### config.mk
export PLATFORM = sky130hd
export DESIGN_NAME = fifo_drain_flat
export DESIGN_NICKNAME = d
export VERILOG_FILES = /design/src/rtl/fifo_drain_if.sv /design/src/rtl/fifo_drain.sv /design/src/flat_wrapper.sv
export SDC_FILE = /design/constraint.sdc
export NUM_CORES = 1
export LEC_CHECK = 0
export CORE_MARGIN = 1
export CORE_UTILIZATION = 45
export DETAILED_ROUTE_END_ITERATION = 8
export PLACE_DENSITY = 0.8
export SYNTH_ARGS = -nofsm -noshare
export SYNTH_HDL_FRONTEND = slang
export SYNTH_SLANG_ARGS = --single-unit
### constraint.sdc
create_clock -name clk -period 7.8 [get_ports clk]
set_input_delay 2.34 -clock clk [delete_from_list [all_inputs] [get_ports clk]]
set_output_delay 2.34 -clock clk [all_outputs]
set_load 0.02 [all_outputs]
### src/rtl/fifo_drain_if.sv
// Upstream read port and downstream valid/ready stream of fifo_drain.
interface fifo_drain_if #(
    parameter int WIDTH = 16
);
    logic [WIDTH-1:0] fifo_data;
    logic             fifo_not_empty;
    logic             fifo_read;
    logic [WIDTH-1:0] m_data;
    logic             m_valid;
    logic             m_ready;

    modport master (
        input  fifo_data,
        input  fifo_not_empty,
        input  m_ready,
        output fifo_read,
        output m_data,
        output m_valid
    );

    modport slave (
        output fifo_data,
        output fifo_not_empty,
        output m_ready,
        input  fifo_read,
        input  m_data,
        input  m_valid
    );
endinterface

### src/rtl/fifo_drain.sv
// Drains a fixed-latency upstream fifo into a 2-entry valid/ready buffer.
module fifo_drain #(
    parameter int WIDTH = 16
) (
    input  logic          clk,
    input  logic          rst,
    input  logic          enable,
    fifo_drain_if.master  bus,
    output logic          busy,
    output logic [15:0]   drain_count
);
    logic [1:0]       occ;
    logic             inflight;
    logic [WIDTH-1:0] head;
    logic [WIDTH-1:0] tail;
    logic             pop;
    logic [2:0]       load;

    assign pop  = bus.m_valid && bus.m_ready;
    assign load = {1'b0, occ} + {2'b0, inflight} - {2'b0, pop};

    // A read is only issued when the buffer can absorb it next cycle.
    assign bus.fifo_read = !rst && enable && bus.fifo_not_empty &&
                           (load < 3'd2);

    assign bus.m_valid = (occ != 2'd0);
    assign bus.m_data  = head;
    assign busy        = inflight || (occ != 2'd0);

    always_ff @(posedge clk or posedge rst) begin
        if (rst) begin
            occ         <= 2'd0;
            inflight    <= 1'b0;
            head        <= '0;
            tail        <= '0;
            drain_count <= 16'd0;
        end else begin
            inflight <= bus.fifo_read;
            if (pop) drain_count <= drain_count + 16'd1;
            unique case (1'b1)
                inflight && !pop: begin
                    if (occ == 2'd0) head <= bus.fifo_data;
                    else             tail <= bus.fifo_data;
                    occ <= occ + 2'd1;
                end
                !inflight && pop: begin
                    head <= tail;
                    occ  <= occ - 2'd1;
                end
                inflight && pop: begin
                    if (occ == 2'd1) begin
                        head <= bus.fifo_data;
                    end else begin
                        head <= tail;
                        tail <= bus.fifo_data;
                    end
                end
                default: ;
            endcase
        end
    end
endmodule

### src/flat_wrapper.sv
// flat-port wrapper written by rule: the top's interface ports become plain ports
module fifo_drain_flat 
#(
    parameter int WIDTH = 16
)
  (clk, rst, enable, busy, drain_count, bus_fifo_data, bus_fifo_not_empty, bus_m_ready, bus_fifo_read, bus_m_data, bus_m_valid);
  fifo_drain_if #(.WIDTH(WIDTH)) bus_i ();
  input  logic clk;
  input  logic rst;
  input  logic enable;
  output logic busy;
  output logic [15:0] drain_count;
  input wire logic [$bits(bus_i.fifo_data)-1:0] bus_fifo_data;
  input wire logic [$bits(bus_i.fifo_not_empty)-1:0] bus_fifo_not_empty;
  input wire logic [$bits(bus_i.m_ready)-1:0] bus_m_ready;
  output wire logic [$bits(bus_i.fifo_read)-1:0] bus_fifo_read;
  output wire logic [$bits(bus_i.m_data)-1:0] bus_m_data;
  output wire logic [$bits(bus_i.m_valid)-1:0] bus_m_valid;
  assign bus_i.fifo_data = bus_fifo_data;
  assign bus_i.fifo_not_empty = bus_fifo_not_empty;
  assign bus_i.m_ready = bus_m_ready;
  assign bus_fifo_read = bus_i.fifo_read;
  assign bus_m_data = bus_i.m_data;
  assign bus_m_valid = bus_i.m_valid;
  fifo_drain #(.WIDTH(WIDTH)) u_core (.clk(clk), .rst(rst), .enable(enable), .bus(bus_i), .busy(busy), .drain_count(drain_count));
endmodule
==> summary.md, run 1 <==
| Metric | Value |
|---|---|
| Status | finished clean |
| Antenna diodes | 0 |
| H-tree depth | 2 |
| Worst-path cell chain | clkdlybuf4s50_1 -> nand2b_1 -> nor2_1 -> o21ai_0 -> fa_1 -> nand4_1 -> nor2_1 -> clkdlybuf4s50_1 |
| Area Growth Syn to Fin | 32.7% |
| Crit Reg-Reg Startpoint | u_core.occ[1]$_DFFE_PP0P_ |
| Fmax | 138 MHz |
| Ys Warns | 0 |
| Vias/cell | around 5.2 |
| Setup-violating endpoint count in the final report | 0 |
| Post-synth ARST share | between 90% and 100% |
| Post-route cell area | 3020 um^2 |
| Post-Synthesis Cells | 206 |
| Delay-heaviest family, CP | buffers and inverters |
| Seq pwr share | 38.3% |
| Clock skew | 0.00739 ns |
| Synthesized cell area | 2270 um^2 |
| Met3 wire length | 315 um |
| Worst path slowest cell | clkdlybuf4s50_1 |
| Hold Path Sink | u_core.drain_count[15]$_DFFE_PP0P_ |
| Fillers | 397 |
| Io pins | 56 |
| Wire length per cell after detailed routing | 14.1 um |
| DRT met1 WL | 2010 um |
| Int Pwr | ~0.00073 W |
| Hold Path Origin | u_core.drain_count[15]$_DFFE_PP0P_ |
| Fin util | 63.0% |
| CTS Root Cell | clkbuf_8 |
| TritonCTS Buffers | 5 |
| Post-synth top area cell | dfrtp_1 |
| Clock net sink count | 51 |
| Drt total wl | 4660 um |
| Min cycle time layout | ~7.3 ns |
| Initial cell density of the core | between 40% and 50% |
| Worst r2r path cells | 8 |
| Setup Fix Bufs, Post-CTS | 0 |
| RePlAce Congestion | approximately 0.75 |
| Post-synthesis sequential area ratio | 56.1% |
| Maximum fanout along the worst path | 9 |
| Mean Syn Cell Area | 11.0 um^2 |
| CTS tree | built |
| VDD IR-drop max | 0.264 mV |
| Clk slew on worst S/H paths | 0.09 ns |
| Port Buffers | 55 |
| Hold_ws | 0.479 ns |
| Hold-fix buffers, CTS | 0 |
| Clock share of power | 19.0% |
| Area of the die | 5340 um^2 |
| DRC Markers | 0 |
| Max clock buf depth | 2 |
| Iteration count of the initial detailed-routing pass | 4 |
| Critical path class | input port to output port |
| Clk_lat worst skew | 0.31 ns |
| Synth top area share | 56.1% |
| Crit. End Element | output port |
| Synth area leaders | dfrtp_1 56%, mux2_2 7.9%, nor2_1 5.4% |
| Hold path depth | 1 |
| Synth unique cells | 29 |
| Largest net degree at the start of global routing | 52 |
| Uppermost layer routed | met4 |
| Post-cts resize count | 0 |
| Tcrit/Tclk final | roughly 93% |
| Synth Flop Type | dfrtp_1 |
| Hold Fails Final Rpt | 0 |
| Pwr dens | 379 nW/um^2 |
| Commonest cells after routing, fill and taps aside | 55 x clkdlybuf4s50_1, 51 x dfrtp_1, 33 x nor2_1 |
| Flop2flop setup slack | 5.54 ns |
| CP startpoint kind | input port |
| Routed Antenna Nets | 0 |
| Post-Place Cell Area | about 2900 um^2 |
| FF+latch count, synth | just over 50 |
| Post-DP HPWL | around 3200 um |
| Initial DRC Count | 44 |
| CP arrival | 4.92 ns |
| Worst Path Required | ~5.5 ns |
| Comb power frac | a little over two fifths |
| Relative slew margins | ~52% |
| Worst path max stage delay | 0.72 ns |
| Global route overflow | 0 |
| Die Y-Extent | 73.1 um |
| Core Footprint | 4790 um^2 |
| Commonest non-fill, non-tap cell in the layout | clkdlybuf4s50_1 |
| First-pass GRT wire length | 7670 um |
| R2R Path End | u_core.inflight$_DFF_PP0_ |
| Vias | about 1700 |
| Worst-Margin Slew | about 0.73 ns |
| Sw Ratio | 35.9% |
| Switch Pwr | 0.000410 W |
| Layout cells sized above 1 | 11.4% |
| Mapped Nets | 231 |
| RSZ-0062 raised after global routing | no |
| Hold WC Path Type | flip-flop to flip-flop |
| EDFF count, synth | 0 |
| Max-cap violations | 0 |
| Number of global-route vias before repair | roughly 1700 |
| Max-slew violation count | 0 |
| Met2 wire length | 2280 um |
| # rows | 25 |
| Worst path bufs/invs | 2 |
| Setup TNS | 0 ns |
| Leak | 1.32 nW |
| Initial antenna violation count | 0 |
| Final nets | 288 |
| Die W | 73.1 um |
| GRT Overall Usage | approximately a fifth |
## area by class of cell
type | instances | area (um^2) | area share, %
clock inverters | 3 | 67.6 | 2.24
inverters | 5 | 18.8 | 0.622
clock buffers | 5 | 68.8 | 2.28
flip-flops and latches | 51 | 1280 | 42.3
well taps | 67 | 83.8 | 2.78
multi-input cells | 143 | 936 | 31.0
repair buffers | 57 | 566 | 18.7
## worst reg2reg max path, cell delays in order, from the launching register on
cell and delay (ns):
dfrtp_1 0.43, inv_1 0.10, ha_1 0.33, nand2b_1 0.22, nor2_1 0.22, o21ai_0 0.16, fa_1 0.51, nand4_1 0.09
nor2_1 0.14
## cell families (layout without fill, tap and decap cells)
family	Yosys count	count (layout)	synth area share, %
compound gates	30	30	7.70
mux	16	16	7.93
fa+ha+maj	4	4	2.53
buf+inv	12	70	2.70
flops	51	51	56.1
xor+xnor	18	18	6.93
simple gates	75	75	16.1
## routing by layer
metal	vias up	track usage, %
li1	820	-
met1	847	22.7
met2	49	32.2
met3	6	7.04
met4	0	5.45
met5	-	0
## synth_stat cells, types with 2 or more instances
cell	number
a22oi_1	2
o21ai_0	5
inv_1	5
ha_1	3
buf_2	4
xnor2_1	13
nor2_1	33
nand2b_1	4
o22ai_1	14
a21oi_1	8
mux2_2	16
nand4_1	6
nand3_1	4
dfrtp_1	51
nand2_1	20
xor2_1	5
## power by group through the flow
stage	combinational [W]	sequential (W)	clock, W
2_1_floorplan	0.000240	0.000498	0
3_3_place_gp	0.000481	0.000438	0
3_5_place_dp	0.000490	0.000441	0
4_1_cts	0.000493	0.000438	0.000221
5_1_grt	0.000531	0.000451	0.000231
6_report	0.000488	0.000438	0.000217
## state kept, by name, summed over array words and instances (netlist names)
signal              cells
u_core.bus.m_data      16
u_core.occ              2
u_core.tail            16
u_core.drain_count     16
u_core.inflight         1
## worst max-delay path by stage
stage	from	to	cells after the start
6_report	bus_m_ready	bus_fifo_read	8
5_1_grt	bus_m_ready	bus_fifo_read	8
4_1_cts	bus_m_ready	bus_fifo_read	8
3_5_place_dp	bus_m_ready	bus_fifo_read	8
3_3_place_gp	bus_m_ready	bus_fifo_read	8
2_1_floorplan	rst	bus_fifo_read	3
## metrics by stage
stage                     instances  worst slack, ns  power [W]
after global routing            331            0.337    0.00121
after CTS                       331            0.538    0.00115
after global placement          323            0.614   0.000919
final                           331            0.541    0.00114
after detailed placement        323            0.555   0.000931
after floorplan                 206             1.49   0.000738
No activity file was read; power rests on OpenSTA's default activity.
==> run 2: changes to the inputs <==
Settings changed: CORE_ASPECT_RATIO from default to 0.9, CORE_MARGIN 1 to 5, GPL_TIMING_DRIVEN from default to 0.
==> summary.md, run 2 (synthesized netlist as in run 1, its figures left out) <==
| Metric | Value |
|---|---|
| Status | finished clean |
| Setup Fix Bufs, Post-CTS | 0 (unchanged) |
| DRC Markers | 0 (unchanged) |
| Setup TNS | 0 ns (unchanged) |
| Area Growth Syn to Fin | 33.4% |
| Die W | 84.9 um (+16%) |
| Crit. End Element | output port |
| Die Y-Extent | 77.4 um (+6.0%) |
| H-tree depth | 2 (unchanged) |
| GRT Overall Usage | 15.4% (-3.7 points) |
| Clock share of power | 16.8% (-2.2 points) |
| Worst Path Required | 5.46 ns (about the same) |
| Worst path max stage delay | 0.62 ns (-0.10 ns) |
| Clock skew | 0.0110 ns (+0.00360 ns) |
| Antenna diodes | 0 (unchanged) |
| Maximum fanout along the worst path | 10 (+1) |
| Min cycle time layout | 6.80 ns (-0.455 ns) |
| Comb power frac | 44.4% (+1.7 points) |
| Int Pwr | 0.000713 W (-2.7%) |
| Delay-heaviest family, CP | buffers and inverters |
| # rows | 24 (-4.0%) |
| Drt total wl | 4800 um (+3.1%) |
| Layout cells sized above 1 | 13.0% (+1.6 points) |
| Pwr dens | 370 nW/um^2 (-2.4%) |
| Setup ws final | 0.995 ns (+0.455 ns) |
| Largest net degree at the start of global routing | 44 (-15%) |
| Clk slew on worst S/H paths | 0.09 ns (about the same) |
| TritonCTS Buffers | 5 (unchanged) |
| Iteration count of the initial detailed-routing pass | 4 (unchanged) |
| First-pass GRT wire length | 8250 um (+7.6%) |
| Final nets | 293 (+1.7%) |
| Worst-path cell chain | buf_4 -> nand2b_1 -> buf_6 -> nor2_1 -> o21ai_0 -> fa_1 -> nand4_1 -> nor2_1 -> clkdlybuf4s50_1 |
| Initial cell density of the core | 46.7% (-0.77 points) |
| Max-cap violations | 0 (unchanged) |
| Post-DP HPWL | 3460 um (+7.7%) |
| Core Footprint | 4860 um^2 (+1.6%) |
| Clk_lat worst skew | 0.30 ns (about the same) |
| Critical path class | input port to output port |
| Hold Fails Final Rpt | 0 (unchanged) |
| RePlAce Congestion | 0.731 (-2.6%) |
| Area of the die | 6580 um^2 (+23%) |
| Commonest cells after routing, fill and taps aside | 54 x clkdlybuf4s50_1, 51 x dfrtp_1, 33 x nor2_1 |
| Worst path bufs/invs | 3 (+1) |
| Initial antenna violation count | 0 (unchanged) |
| CP startpoint kind | input port |
| Routed Antenna Nets | 0 (unchanged) |
| CTS tree | built |
| Fmax | 147 MHz (+6.7%) |
| Max-slew violation count | 0 (unchanged) |
| Clock net sink count | 51 (unchanged) |
| Worst-Margin Slew | 0.535 ns (-0.190 ns) |
| Wire length per cell after detailed routing | 14.4 um (+2.1%) |
| Number of global-route vias before repair | 1742 (+2.2%) |
| Tcrit/Tclk final | 87.2% (-5.8 points) |
| CP arrival | 4.46 ns (-0.46 ns) |
| Commonest non-fill, non-tap cell in the layout | clkdlybuf4s50_1 |
| Most frequent CP cell | nor2_1 |
| Post-cts resize count | 0 (unchanged) |
| Io pins | 56 (unchanged) |
| Relative slew margins | 64.3% (+13 points) |
| Hold WC Path Type | flip-flop to flip-flop |
| Worst path slowest cell | clkdlybuf4s50_1 |
| Vias/cell | 5.08 (-2.3%) |
| Max clock buf depth | 2 (unchanged) |
| VDD IR-drop max | 0.189 mV (-28%) |
| Setup-violating endpoint count in the final report | 0 (unchanged) |
| CTS Root Cell | clkbuf_8 |
| Leak | 1.34 nW (+1.6%) |
| Fillers | 409 (+3.0%) |
| RSZ-0062 raised after global routing | no |
| Port Buffers | 54 (-1.8%) |
| Switch Pwr | 0.000408 W (-0.40%) |
| Place WS | 0.956 ns (+0.401 ns) |
| Seq pwr share | 38.8% (+0.5 points) |
| Global route overflow | 0 (unchanged) |
| Vias | 1698 (-1.4%) |
| Initial DRC Count | 70 (+59%) |
| Sw Ratio | 36.4% (+0.53 points) |
| Hold-fix buffers, CTS | 0 (unchanged) |
==> run 2: cell types whose count changed in the layout (fill, tap and decap cells not counted), sizes merged <==
cell	previous run	this run
buf	2	7
bufinv	2	1
clkbuf	5	7
clkdlybuf4s50	55	54
clkinv	0	1
clkinvlp	1	0
==> run 2: worst paths after layout <==
check,startpoint,end,slack [ns],cells past startpoint
hold / removal,u_core.drain_count[15]$_DFFE_PP0P_,u_core.drain_count[15]$_DFFE_PP0P_,0.48,1
hold reg to reg,u_core.drain_count[15]$_DFFE_PP0P_,u_core.drain_count[15]$_DFFE_PP0P_,0.48,1
max in group asynchronous,rst,u_core.drain_count[2]$_DFFE_PP0P_,5.04,3
min in group asynchronous,rst,u_core.drain_count[13]$_DFFE_PP0P_,2.27,2
setup reg to reg,u_core.occ[1]$_DFFE_PP0P_,u_core.inflight$_DFF_PP0_,5.60,9
setup / recovery,bus_m_ready,bus_fifo_read,1.0,9
==> run 2: metal layers <==
metal	GRT usage, %	up-vias	routed length (um)
met1	20.9	813	2220
met2	24.3	50	2170
met3	5.61	5	372
li1	-	830	-
met4	2.37	0	30
met5	0	-	0
==> run 2: metrics by stage <==
stage          total power, W  cells  hold slack [ns]  cell area (um^2)  util, %
5_1_grt               0.00121    334            0.517              3030     62.3
3_5_place_dp         0.000941    326            0.477              2920     59.9
6_report              0.00112    334            0.481              3030     62.3
3_3_place_gp         0.000922    325            0.462              2900     59.5
2_1_floorplan        0.000738    206            0.480              2270        -
4_1_cts               0.00113    334            0.489              3030     62.3
==> run 2: worst reg2reg max path, stage by stage, from the launching register on <==
cell and delay, ns:
dfrtp_1 0.42, inv_1 0.10, ha_1 0.19, nand2b_1 0.16, buf_6 0.15, nor2_1 0.20, o21ai_0 0.16, fa_1 0.49
nand4_1 0.10, nor2_1 0.16
==> run 2: layout make-up <==
type / instances / area (um^2) / share of cell area, %
Tap cell: 65 / 81.3 / 2.68
Buffer: 7 / 42.5 / 1.40
Multi-Input combinational cell: 143 / 936 / 30.9
Clock inverter: 2 / 35.0 / 1.16
Clock buffer: 6 / 82.6 / 2.72
Timing Repair Buffer: 55 / 561 / 18.5
Inverter: 5 / 18.8 / 0.619
Sequential cell: 51 / 1280 / 42.1
==> run 2: power groups by stage <==
stage                     clock network (W)  registers, W  logic (W)
after global placement                    0      0.000435   0.000487
final                              0.000188      0.000435   0.000498
after global routing               0.000203      0.000449   0.000554
after detailed placement                  0      0.000439   0.000502
after floorplan                           0      0.000498   0.000240
after CTS                          0.000193      0.000435   0.000505
==> run 3: changes to the inputs <==
Settings changed: CTS_BUF_LIST from default to sky130_fd_sc_hd__clkbuf_8.
==> results of run 3 <==
The final DEF is identical to that of run 2; final timing and power are the same.
==> RTL edit: new RTL, flow settings as in run 1 <==
`WIDTH` is set to 16 in 3 places; all go to 18.
--- a/src/rtl/fifo_drain_if.sv
+++ b/src/rtl/fifo_drain_if.sv
@@ -2,3 +2,3 @@
 interface fifo_drain_if #(
-    parameter int WIDTH = 16
+    parameter int WIDTH = 18
 );
--- a/src/rtl/fifo_drain.sv
+++ b/src/rtl/fifo_drain.sv
@@ -2,3 +2,3 @@
 module fifo_drain #(
-    parameter int WIDTH = 16
+    parameter int WIDTH = 18
 ) (
--- a/src/flat_wrapper.sv
+++ b/src/flat_wrapper.sv
@@ -3,3 +3,3 @@
 #(
-    parameter int WIDTH = 16
+    parameter int WIDTH = 18
 )
Interface: changed (resized bus_fifo_data and bus_m_data); port bits go from 56 to 60. The function was not compared with the original's and may differ.
==> RTL edit against run 1 <==
Sequential share of layout area is 0.70 points higher; clock power fell by 16%; synthesized cell count rose by 6.8%; wire length rose by 2.9%; core utilization shrank 1.5 points; register-to-register slack got worse by 80 ps; cell area increased by 6.1%; power increased by 4.7%; area after synthesis grew 9.0%; count of clock-buffer cells in the layout did not move; sequential cell count up 4; worst setup slack got worse by 130 ps.
==> RTL edit: results (changes against run 1) <==
outcome=finished, final reports clean; antenna violations before repair=0 (unchanged); Worst R2R Setup Slack=5460 ps (-80 ps); Clk Latency, worst-skew pair=310 ps (about the same); register area share after synthesis=55.6% (-0.58 points); via count=1785 (+3.7%); leakage=1.40 nW (+6.2%); CP max stage cell=clkdlybuf4s50_1; GR Util All Layers=17.8% (-1.3 points); dominant synthesized flop cell=dfrtp_1; Max FO, Critical Path=10 (+1); met2 Use GR=29.5% (-2.7 points); Area after DPL=3090 sq um (+7.4%); H-tree depth=2 (unchanged); largest net degree at the start of global routing=56 (+7.7%); peak supply drop=0.000217 V (-18%); root buffer cell=clkbuf_8; share of layout cells above drive strength 1=10.1% (-1.3 points); 1st-iter DRT viols=74 (+68%); Placer Congestion=0.774 (+3.1%); Syn Nets=247 (+6.9%); total CTS buffers=5 (unchanged); worst slew pin tran=715 ps (-9.65 ps); fill cell count=438 (+10%); Min-Delay Path Class=reg2reg; Synth top cells by count=55 x dfrtp_1, 31 x nor2_1, 18 x nand2_1; Routed wire per std cell=13.8 microns (-1.8%); Top delay family on crit path=buffers and inverters; Detailed Place HPWL=3.28 mm (+2.1%); fin nets=304 (+5.6%); Netlist cell types=35 (+21%); diode count=0 (unchanged); CP max stage delay=800 ps (+80 ps); maximum clock path buffer count=2 (unchanged); clock slew at reported path FFs=90 ps (about the same); Yosys warning count=0 (unchanged); first-pass GRT wire length=8.07 mm (+5.1%); PostCTS Resize Cnt=0 (unchanged); number of setup buffers added after CTS=0 (unchanged); Async SR Flop Fraction=100% (unchanged); vias in the first global route=1685 (-1.1%); Port Buf Inserts=59 (+7.3%); GR Util met3=4.31% (-2.7 points); CP Data Arrival Time=5050 ps (+130 ps); TritonRoute pass-1 iters=4 (unchanged); final worst path period share=94.7% (+1.6 points); GR Util met1=23.5% (+0.74 points); dominant cells by area after synthesis=dfrtp_1 56%, xnor2_1 4.9%, nor2_1 4.7%, mux2_1 4.5%, o22ai_1 4.0%; clk_skew=7.70 ps (+0.316 ps)
[RTL edit: logic make-up (layout without fill, tap and decap cells)]
logic type | Yosys count | after routing | share of synthesized area (%)
AND/OR/NAND/NOR | 74 | 74 | 14.9
flip-flops | 55 | 55 | 55.6
AO/OA/AOI/OAI | 35 | 35 | 8.13
multiplexers | 20 | 20 | 8.99
XOR/XNOR | 18 | 18 | 6.67
buffers and inverters | 14 | 71 | 3.38
adder cells (fa/ha/maj) | 4 | 4 | 2.32
[RTL edit: report_power, final]
group	total, mW	internal, mW	switching, mW	leakage, nW
clock network	0.183	0.0939	0.0888	0.0502
registers	0.478	0.400	0.0779	0.687
logic	0.535	0.264	0.271	0.662
[RTL edit: worst paths after layout]
check	start	end	cells past startpoint
max	bus_m_ready	bus_fifo_read	8
min	u_core.drain_count[15]	u_core.drain_count[15]	1
max reg2reg	u_core.occ[1]	u_core.inflight	8
min reg2reg	u_core.drain_count[15]	u_core.drain_count[15]	1
max in group asynchronous	rst	u_core.tail[6]	3
min in group asynchronous	rst	u_core.drain_count[14]	3
[RTL edit: cell type report]
| cell class | instances | share of cell area (%) |
|---|---|---|
| sequential | 55 | 43.0 |
| multi-input combinational | 151 | 31.8 |
| timing repair buffer | 60 | 18.7 |
| tap | 70 | 2.74 |
| clock buffer | 5 | 2.15 |
| clock inverter | 2 | 1.17 |
| inverter | 4 | 0.469 |
[RTL edit: layer usage]
metal	part of all wire [%]	vias to the layer above	wire length [microns]
met5	0	-	0
met4	0.81	0	39
met3	4.5	6	214
met2	47	51	2280
met1	47	861	2260
li1	-	867	-
[RTL edit: stage by stage]
stage	instances	total power, mW	setup WS [ps]	utilization (%)	hold WS, ps
after floorplan	220	0.818	1400	-	464
after global placement	340	1.01	489	59.4	461
after detailed placement	340	1.02	428	59.4	472
after CTS	347	1.21	426	61.5	485
after global routing	347	1.29	240	61.5	516
final	347	1.20	414	61.5	484
[RTL edit: worst reg2reg max path, stage by stage, from the launching register on]
cell and delay [ps]:
dfrtp_1 430, inv_1 110, ha_1 480, nand2b_4 300
nor2_1 100, o21ai_0 220, fa_1 440, nand4_1 100
nor2_1 60
